`src/rtl/sum_range_processor.sv`:
```
// ---------------------------------------------------------------------------
// sum_range_processor
//
// Dedicated processor that sums the arithmetic series
//   first + (first+step) + ... up to and including the last term <= last.
// A control FSM drives an index register (i), an accumulator (sum) and an
// output register (out/ovf). A run is requested with start and reported with
// a one-cycle done pulse.
//
// Parameters:
//   WIDTH      width of first/last/step (index register is WIDTH+1 bits)
//   ACC_WIDTH  width of the accumulator and of out (>= WIDTH)
//
// Ports:
//   clk    in   rising-edge clock
//   rst_n  in   synchronous, active-low reset
//   start  in   request a run; only sampled in IDLE
//   first  in   first term (unsigned)
//   last   in   inclusive upper bound (unsigned)
//   step   in   increment (unsigned); 0 behaves as 1
//   busy   out  high whenever the FSM is not in IDLE
//   done   out  one-cycle pulse while in DONE
//   out    out  result of the last completed run
//   ovf    out  last completed run carried out of ACC_WIDTH
//
// Handshake: start is a request that is accepted in the cycle it is seen
// high while busy=0; first/last/step are captured in that same cycle and are
// don't-care afterwards. done pulses for one cycle when out/ovf carry the new
// result; start seen while busy=1 (including the DONE cycle) is dropped.
//
// Build option (macro SUM_RANGE_SAT_EN):
//   defined   - on accumulator carry, sum clamps to all-ones for the rest of
//               the run (ovf still set)
//   undefined - sum wraps modulo 2^ACC_WIDTH (ovf set)
//
// The current FSM state is held in the signal named state.
// ---------------------------------------------------------------------------
module sum_range_processor #(
  parameter int WIDTH     = 8,
  parameter int ACC_WIDTH = 16
) (
  input  logic                 clk,
  input  logic                 rst_n,
  input  logic                 start,
  input  logic [WIDTH-1:0]     first,
  input  logic [WIDTH-1:0]     last,
  input  logic [WIDTH-1:0]     step,
  output logic                 busy,
  output logic                 done,
  output logic [ACC_WIDTH-1:0] out,
  output logic                 ovf
);

  typedef enum logic [2:0] {
    IDLE  = 3'd0,
    INIT  = 3'd1,
    CHECK = 3'd2,
    ADD   = 3'd3,
    INC   = 3'd4,
    DONE  = 3'd5
  } state_t;

  state_t               state;
  logic [WIDTH-1:0]     first_q;
  logic [WIDTH-1:0]     last_q;
  logic [WIDTH-1:0]     step_q;
  // One extra bit so i+step can never wrap back below last.
  logic [WIDTH:0]       i;
  logic [ACC_WIDTH-1:0] sum;
  logic                 ovf_run;

  // Accumulator add with carry. In ADD, i <= last < 2^WIDTH, so only the low
  // WIDTH bits of i are significant.
  logic [ACC_WIDTH:0]   add_full;
  logic                 add_carry;

  always_comb begin
    add_full  = {1'b0, sum} + {{(ACC_WIDTH - WIDTH + 1){1'b0}}, i[WIDTH-1:0]};
    add_carry = add_full[ACC_WIDTH];
  end

  // Decoded from state only, so no input-to-output path exists.
  assign busy = (state != IDLE);
  assign done = (state == DONE);

  always_ff @(posedge clk) begin
    if (!rst_n) begin
      state   <= IDLE;
      first_q <= '0;
      last_q  <= '0;
      step_q  <= '0;
      i       <= '0;
      sum     <= '0;
      ovf_run <= 1'b0;
      out     <= '0;
      ovf     <= 1'b0;
    end else begin
      case (state)
        IDLE: begin
          if (start) begin
            first_q <= first;
            last_q  <= last;
            step_q  <= (step == '0) ? WIDTH'(1) : step;
            state   <= INIT;
          end
        end

        INIT: begin
          sum     <= '0;
          i       <= {1'b0, first_q};
          ovf_run <= 1'b0;
          state   <= CHECK;
        end

        CHECK: begin
          if (i <= {1'b0, last_q}) begin
            state <= ADD;
          end else begin
            out   <= sum;
            ovf   <= ovf_run;
            state <= DONE;
          end
        end

        ADD: begin
          ovf_run <= ovf_run | add_carry;
`ifdef SUM_RANGE_SAT_EN
          // Once clamped, stay clamped for the remainder of the run.
          if (add_carry || ovf_run) begin
            sum <= '1;
          end else begin
            sum <= add_full[ACC_WIDTH-1:0];
          end
`else
          sum <= add_full[ACC_WIDTH-1:0];
`endif
          state <= INC;
        end

        INC: begin
          i     <= i + {1'b0, step_q};
          state <= CHECK;
        end

        DONE: begin
          state <= IDLE;
        end

        default: begin
          state <= IDLE;
        end
      endcase
    end
  end

endmodule
```
`config.mk`:
```
export PLATFORM = sky130hd
export DESIGN_NAME = sum_range_processor
export DESIGN_NICKNAME = d
export VERILOG_FILES = /design/src/rtl/sum_range_processor.sv
export SDC_FILE = /design/constraint.sdc
export NUM_CORES = 1
export LEC_CHECK = 0
export BUFFER_PORTS_ARGS = -buffer_cell sky130_fd_sc_hd__buf_2
export CAP_MARGIN = 20
export CORE_ASPECT_RATIO = 0.8
export CORE_UTILIZATION = 30
export CTS_CLUSTER_DIAMETER = 80
export DETAILED_ROUTE_END_ITERATION = 8
export HOLD_SLACK_MARGIN = 0.1
export SYNTH_ARGS = -nofsm -noshare
export SYNTH_HDL_FRONTEND = slang
export SYNTH_SLANG_ARGS = --single-unit
```
`constraint.sdc`:
```
create_clock -name clk -period 2.8 [get_ports clk]
set_input_delay 0.56 -clock clk [delete_from_list [all_inputs] [get_ports clk]]
set_output_delay 0.56 -clock clk [all_outputs]
set_load 0.05 [all_outputs]
```
# Word level (Yosys, flattened, before mapping)

Index checks and enable logic that the tools add are counted.

Add/sub/neg operators: 2
Magnitude comparators: 1
Equal/unequal tests: 6
Muxes and demuxes: 7
Bitwise gates (word level): 2
Reduce and logical (&&, ||, !) cells: 8

Operator list:

| operator                                       | number |
|---|---|
| one-hot mux 16 bit (2 select lines)            | 1 |
| one-hot mux 9 bit (2 select lines)             | 1 |
| adder 16 x 8 -> 17 bit                         | 1 |
| one-hot mux 3 bit (4 select lines)             | 1 |
| adder 9 x 8 -> 9 bit                           | 1 |
| less-or-equal comparator 9 x 8 -> 1 bit        | 1 |
| zero test 8 bit                                | 1 |
| two-way mux 8 bit                              | 1 |
| == test 3 x 2 -> 1 bit (second input constant) | 2 |
| == test 3 bit (second input constant)          | 2 |
| two-way mux 3 bit                              | 2 |
| AND reduction 2 bit                            | 2 |
| nonzero test 2 bit                             | 2 |
| == test 3 x 1 -> 1 bit (second input constant) | 1 |
| zero test 3 bit                                | 1 |
| nonzero test 3 bit                             | 1 |
| != test 2 bit (second input constant)          | 1 |
| one-hot mux 1 bit (2 select lines)             | 1 |
| OR reduction 2 bit                             | 1 |
| NOT 1 bit                                      | 1 |
| OR 1 bit                                       | 1 |

Register bits after elaboration: 70
Bits of input ports: 27
Output and inout port bits: 19
Logic and storage cells: 35

# Depth between registers and ports, before layout

Gate-level depths: netlist of the first run.

Depth after elaboration: 3
Gate-level depth with buffers: 9
Gate-level depth less buffers: 7

# Worst setup path after synthesis of the first run

OpenSTA, ideal clock, no wires.

Path kind: reg2reg
Start: register i[0]
End: register sum[12]
Library setup time: 72 ps
Arrival time: 1,940 ps
Data required time: 2,728 ps
Setup slack: 788 ps
Stages on the path, launching flop included: 8
Path buffers: 0
Clock period less this slack: 2,012 ps
Cell sequence: dfxtp_1 > ha_1 > fa_1 > a211oi_1 > o21ai_0 > and3_1 > o21ai_0 > mux2i_1

Word-level cells in the longest chain between the ends: 2

Ends and longest elaborated chain:

| what                                | line | RTL |
|---|---|---|
| start, declared                     | 68   | `logic [WIDTH:0] i;` |
| start signal, assigned              | 110  | `i <= {1'b0, first_q};` |
| start signal, assigned              | 141  | `i <= i + {1'b0, step_q};` |
| adder 16 x 8 -> 17 bit              | 78   | `add_full = {1'b0, sum} + {{(ACC_WIDTH - WIDTH + 1){1'b0}}, i[WIDTH-1:0]};` |
| one-hot mux 16 bit (2 select lines) | 98   | `case (state)` |
| end signal, assigned                | 135  | `sum <= add_full[ACC_WIDTH-1:0];` |
| end, declared                       | 69   | `logic [ACC_WIDTH-1:0] sum;` |

No other way between the ends.
A chain may end at the register's enable or synchronous reset.

# Final worst setup path of the first run

Start: register last_q[4]
End: register out[3]

Word-level cells in the longest chain between the ends: 3

Ends and longest elaborated chain:

| what                                    | line | RTL |
|---|---|---|
| start, declared                         | 65   | `logic [WIDTH-1:0] last_q;` |
| start signal, assigned                  | 102  | `last_q <= last;` |
| less-or-equal comparator 9 x 8 -> 1 bit | 116  | `if (i <= {1'b0, last_q}) begin` |
| NOT 1 bit (no line)                     | --   |  |
| AND reduction 2 bit (no line)           | --   |  |
| end signal, assigned                    | 119  | `out <= sum;` |
| end, declared                           | 50   | `output logic [ACC_WIDTH-1:0] out,` |

No other way between the ends.

==> run metrics, run 1 <==
CP top delay family simple AND/OR/NAND/NOR gates; power density over the cells 611 mW/mm^2; Layout area overhead 17.3%; Post-Syn Area 0.00371 mm^2; Layout Utilization 37.0%; minimum clock period 2.54 ns; CP Launch Type flop; number of diodes 0; Total GRT Usage 15.4%; Switching Fraction 28.7%; total wire length 9180 um; dpl hpwl 6710 um; Routed Antenna Nets 0; internal power 1.89 mW; largest net degree at the start of global routing 37; worst hold path type flop to flop; Synth Area in XOR/XNOR 1.89%; htree depth 3; Critical Path RT 3.05 ns; most common cell after layout, fill and taps aside nand2_1; clock sink count 70; DR pass1 iterations 5; CTS tree done; share of cells above drive strength 1 17.0%; largest family of logic cells by synthesized area simple AND/OR/NAND/NOR gates; syn_area_per_cell 8.40 um^2; number of synthesized flops with an enable pin 0; clk root buf clkbuf_16; total power 2.66 mW; clk slew on worst S/H paths 0.06 ns; critical path, cell by cell inv_1 > ha_1 > and3_2 > and3_1 > mux2i_1 > and4_1 > mux2i_1; drt initial violations 227; row count 35; post-synthesis cell type count 59; antenna violations before repair 0; status completed; cell leakage power 1.85 nW; mux share of post-synthesis cell area 6.61%; fmax 0.394 GHz; Slew HR 37.5%; final hold vios 0; CTS Hold Buffers Added 0; placed inst area 0.00406 mm^2; Die ar. 0.0128 mm^2; Clock Latency Late Sink 0.34 ns; Final Max Slew Viols 0; NetSw 0.764 mW; Synth warnings 0; initial core utilization 31.5%; FFs w/ async S/R, synth 0%; critical path's slowest cell and4_1; Slew @ Worst Pin 0.937 ns; cts bufs inserted 9; Arr. time, crit path 2.79 ns; Core Box Area 0.0118 mm^2; Crit. End Element flop; critical path's largest stage delay 0.87 ns; Syn Inst Count 442; Compound-Gate Fraction of Synth Area 18.5%; most frequent cells in the layout 104 x nand2_1, 70 x dfxtp_1, 46 x a21oi_1; skew final 0.00900 ns; sequential area share after synthesis 37.8%; Gate power share 16.1%; total gr overflow 0; post-synthesis simple-gate area fraction 21.6%; Port Buffer Count 45; VDD IR max 0.297 mV; CTS resizes 0; Via Count 3278; reg-to-reg slack, setup 0.26 ns; crit-path max FO 15; CP Buf/Inv Count 1; Yosys reg bits 70; main flop type after synthesis dfxtp_1; Post-Route Setup TNS 0 ns; RSZ-0062 raised after global routing false; gp weighted congestion 0.889; number of I/O pins 46; part of the power in registers 41.5%; routed vias/inst 5.15; vias in the first global route 3083; Crit Path Class flop to flop; maxcap violations 0; clock power share 42.4%; syn nets 495; Final nets 536; Bufs on Longest Clock Path 2; Post-CTS Setup Repair Bufs 0; Final setup viols 0; die width 126 um; residual DRC count 0; Synth Area in Adders 9.17%; Die Span Y 101 um; Routed WL per cell 14.4 um; cell area after layout 0.00435 mm^2; first-pass GRT wire length 15300 um; cell mode on critical path mux2i_1; Tcrit/Tclk final 90.6%
-- final cells by class --
type / count / area (um^2)
flip-flops and latches: 70 / 1400
clock buffers: 10 / 229
fillers: 1215 / 7430
inverters: 12 / 45.0
repair buffers: 53 / 285
well taps: 148 / 185
clock inverters: 6 / 62.6
multi-input cells: 337 / 2150
-- per-layer routing --
| layer | track usage, % | vias up | part of all wire, % |
|---|---|---|---|
| met5 | 0 | - | 0 |
| met4 | 5.84 | 0 | 1.5 |
| met3 | 3.91 | 12 | 5.4 |
| met2 | 24.8 | 72 | 45 |
| met1 | 19.9 | 1551 | 48 |
| li1 | - | 1643 | - |
-- worst register-to-register path, delay by kind of cell (launching register included) --
kind / cells / cell delay [ns]
mux: 2 / 0.51
flops: 1 / 0.33
simple gates: 3 / 1.29
fa+ha+maj: 1 / 0.27
buf+inv: 1 / 0.05
-- final timing paths --
path	from	to	cells past startpoint
setup / recovery	last_q[4]$_SDFFE_PN0P_	out[3]$_SDFFE_PN0P_	7
setup reg to reg	last_q[4]$_SDFFE_PN0P_	out[3]$_SDFFE_PN0P_	7
hold / removal	ovf_run$_SDFFE_PN0P_	ovf_run$_SDFFE_PN0P_	2
hold reg to reg	ovf_run$_SDFFE_PN0P_	ovf_run$_SDFFE_PN0P_	2
-- stage by stage --
step | hold slack [ns] | std cells | setup WS, ns
floorplan | 0.426 | 442 | 0.788
global placement | 0.444 | 620 | 0.409
detailed placement | 0.439 | 620 | 0.251
CTS | 0.448 | 636 | 0.233
global route | 0.463 | 636 | 0.112
finish | 0.444 | 636 | 0.264
-- power by group through the flow --
stage	combinational, mW	clock [mW]	sequential, mW
6_report	0.429	1.13	1.10
3_5_place_dp	0.430	0	1.12
4_1_cts	0.433	1.15	1.10
3_3_place_gp	0.415	0	1.12
5_1_grt	0.481	1.19	1.11
2_1_floorplan	0.336	0	1.09
-- state kept, by name, indices dropped and copies added (netlist names) --
signal	cells
step_q	8
sum	16
ovf_run	1
last_q	8
out	16
i	9
state	3
first_q	8
ovf	1
-- synth_stat cells, drive strengths merged (2+ instances only) --
master  instances  share of area (%)
and4            2               0.47
nand2         104                 11
buf             9                1.8
a221o           2               0.57
nor3b           2               0.40
o21a            4               0.81
a31oi           2               0.34
o211a           2               0.54
nor2           18                1.9
a22oi           4               0.81
nand4           2               0.34
and2            6                1.0
mux2            4                1.2
o211ai          3               0.61
mux2i          20                5.4
clkbuf         14                1.4
a21oi          46                6.2
xor2            3               0.71
inv            12                1.2
and3            8                1.5
fa              2                1.1
a41oi           2               0.47
nor4            2               0.34
o21ai          16                2.2
xnor2           5                1.2
a211oi          5                1.1
nand3           5               0.67
o31ai           3               0.61
nand4b          4               0.94
a21o           10                2.1
or4             3               0.61
dfxtp          70                 38
nor3            5               0.67
or2             3               0.51
ha             24                8.1
-- logic make-up (layout without fill, tap and decap cells) --
kind of cell | Yosys count | in the layout
muxes | 24 | 24
DFF | 70 | 70
xor gates and xnor gates | 8 | 8
adders and majority gates | 26 | 26
and+or+nand+nor | 172 | 172
buffers and inverters | 35 | 81
AOI/OAI and AO/OA | 107 | 107
Power figures use the tool's default switching activity.
==> inputs of run 2 (changes only) <==
==> constraint.sdc (replaced) <==
create_clock -name clk -period 3 [get_ports clk]
set_input_delay 0.6 -clock clk [delete_from_list [all_inputs] [get_ports clk]]
set_output_delay 0.6 -clock clk [all_outputs]
set_load 0.05 [all_outputs]
==> run metrics, run 2 (same netlist as run 1, synthesis figures left out) <==
fillers 1195 (-1.6%); placed inst area 0.00406 mm^2 (-0.18%); clock power share 43.2% (+0.8 points); clk root buf clkbuf_16; Slew @ Worst Pin 0.798 ns (-0.139 ns); minimum clock period 2.28 ns; clock sink count 70 (unchanged); cell leakage power 1.85 nW (about the same); Tcrit/Tclk final 76.1%; most frequent cells in the layout 104 x nand2_1, 70 x dfxtp_1, 46 x a21oi_1; row count 35 (unchanged); total wire length 8950 um (-2.5%); CTS resizes 0 (unchanged); Hold Crit Start out[10]$_SDFFE_PN0P_; vias in the first global route 3032 (-1.7%); dpl hpwl 6460 um (-3.8%); Die Span Y 101 um (unchanged); share of cells above drive strength 1 16.9% (-0.14 points); Via Count 3179 (-3.0%); final hold vios 0 (unchanged); Port Buffer Count 45 (unchanged); internal power 1.83 mW (-3.5%); most common cell after layout, fill and taps aside nand2_1; largest net degree at the start of global routing 37 (unchanged); Post-Route Setup TNS 0 ns (unchanged); routed vias/inst 5.01 (-2.7%); Slew HR 46.7% (+9.2 points); RSZ-0062 raised after global routing false; CTS tree done; VDD IR max 0.348 mV (+17%); Switching Fraction 27.2% (-1.5 points); cell area after layout 0.00436 mm^2 (+0.23%); worst hold path type flop to flop; total gr overflow 0 (unchanged); Routed Antenna Nets 0 (unchanged); NetSw 0.684 mW (-10%); Final Max Slew Viols 0 (unchanged); worst r2r src state[2]$_SDFFE_PN0P_; die width 126 um (unchanged); Arr. time, crit path 1.68 ns (-1.11 ns); number of diodes 0 (unchanged); fin worst setup slack 0.717 ns (+0.452 ns); Layout area overhead 17.6%; Post-CTS Setup Repair Bufs 0 (unchanged); Layout Utilization 37.0% (+0.085 points); power density over the cells 576 mW/mm^2 (-5.7%); cts bufs inserted 9 (unchanged); residual DRC count 0 (unchanged); Total GRT Usage 14.8% (-0.63 points); Critical Path RT 2.40 ns (-0.65 ns); Hold Slack 0.453 ns (+0.00870 ns); first-pass GRT wire length 14700 um (-4.0%); CP Launch Type flop; antenna violations before repair 0 (unchanged); status completed; launch point of the worst path state[1]$_SDFFE_PN0P_; Crit. End Element output port; crit-path max FO 24 (+9); footprint of the multi-input gates 0.00215 mm^2 (unchanged); part of the power in registers 41.2% (-0.3 points); Final setup viols 0 (unchanged); number of I/O pins 46 (unchanged); htree depth 3 (unchanged); Bufs on Longest Clock Path 2 (unchanged); fmax 0.438 GHz; Core Box Area 0.0118 mm^2 (unchanged); gp weighted congestion 0.875 (-1.5%); Crit Path Class flop to output port; drt initial violations 203 (-11%); initial core utilization 31.5% (unchanged); skew final 0.00504 ns (-0.00396 ns); post-place setup slack 0.773 ns (+0.522 ns); Die ar. 0.0128 mm^2 (unchanged); Gate power share 15.6% (-0.5 points); DR pass1 iterations 4 (-1); Routed WL per cell 14.1 um (-2.2%); maxcap violations 0 (unchanged); CTS Hold Buffers Added 0 (unchanged); Clock Latency Late Sink 0.33 ns (about the same); Final nets 535 (-0.19%); Regs by FF count out (16), sum (16), i (9); clk slew on worst S/H paths 0.06 ns (about the same); sequential standard cell area 0.00140 mm^2 (unchanged)
run 2: changes by cell type in the layout (fill, tap and decap cells not counted):
cell / change
clkbuf_1: -1
clkinv_2: -2
clkbuf_8: +3
buf_4: -1
clkinvlp_4: +1
clkinv_4: -2
run 2: area by class of cell:
class                      count  area share (%)
multi-input combinational    337            49.2
sequential                    70            32.1
timing repair buffer          52            6.36
clock buffer                  12            6.11
tap                          148            4.24
inverter                      12            1.03
clock inverter                 3           0.975
run 2: worst max-delay path, stage by stage (launching register included):
cell	delay [ns]
dfxtp_1	0.84
nor3_1	0.16
inv_1	0.09
buf_2	0.26
run 2: per-stage QoR:
step                      instances  total power [mW]
final                           634              2.51
after global routing            634              2.64
after CTS                       634              2.54
after detailed placement        619              1.45
after global placement          619              1.43
after floorplan                 442              1.33
run 2: final timing paths:
| kind | slack (ns) | cells past startpoint | end |
|---|---|---|---|
| worst max-delay path | 0.72 | 3 | busy |
| worst min-delay path | 0.45 | 2 | out[10]$_SDFFE_PN0P_ |
| worst max register to register | 0.76 | 4 | sum[9]$_SDFFE_PN0P_ |
| worst min register to register | 0.45 | 2 | out[10]$_SDFFE_PN0P_ |
run 2: metal layers:
metal / vias up / GRT usage, % / wire, um
met5: - / 0 / 0
met4: 0 / 5.00 / 80
met3: 5 / 4.07 / 427
met2: 61 / 23.6 / 4160
met1: 1483 / 19.3 / 4280
li1: 1630 / - / -
run 2: power groups by stage:
| stage | sequential [mW] | clock [mW] | combinational, mW |
|---|---|---|---|
| 2_1_floorplan | 1.02 | 0 | 0.314 |
| 3_3_place_gp | 1.05 | 0 | 0.379 |
| 3_5_place_dp | 1.05 | 0 | 0.391 |
| 4_1_cts | 1.03 | 1.11 | 0.394 |
| 5_1_grt | 1.04 | 1.16 | 0.441 |
| 6_report | 1.03 | 1.09 | 0.392 |
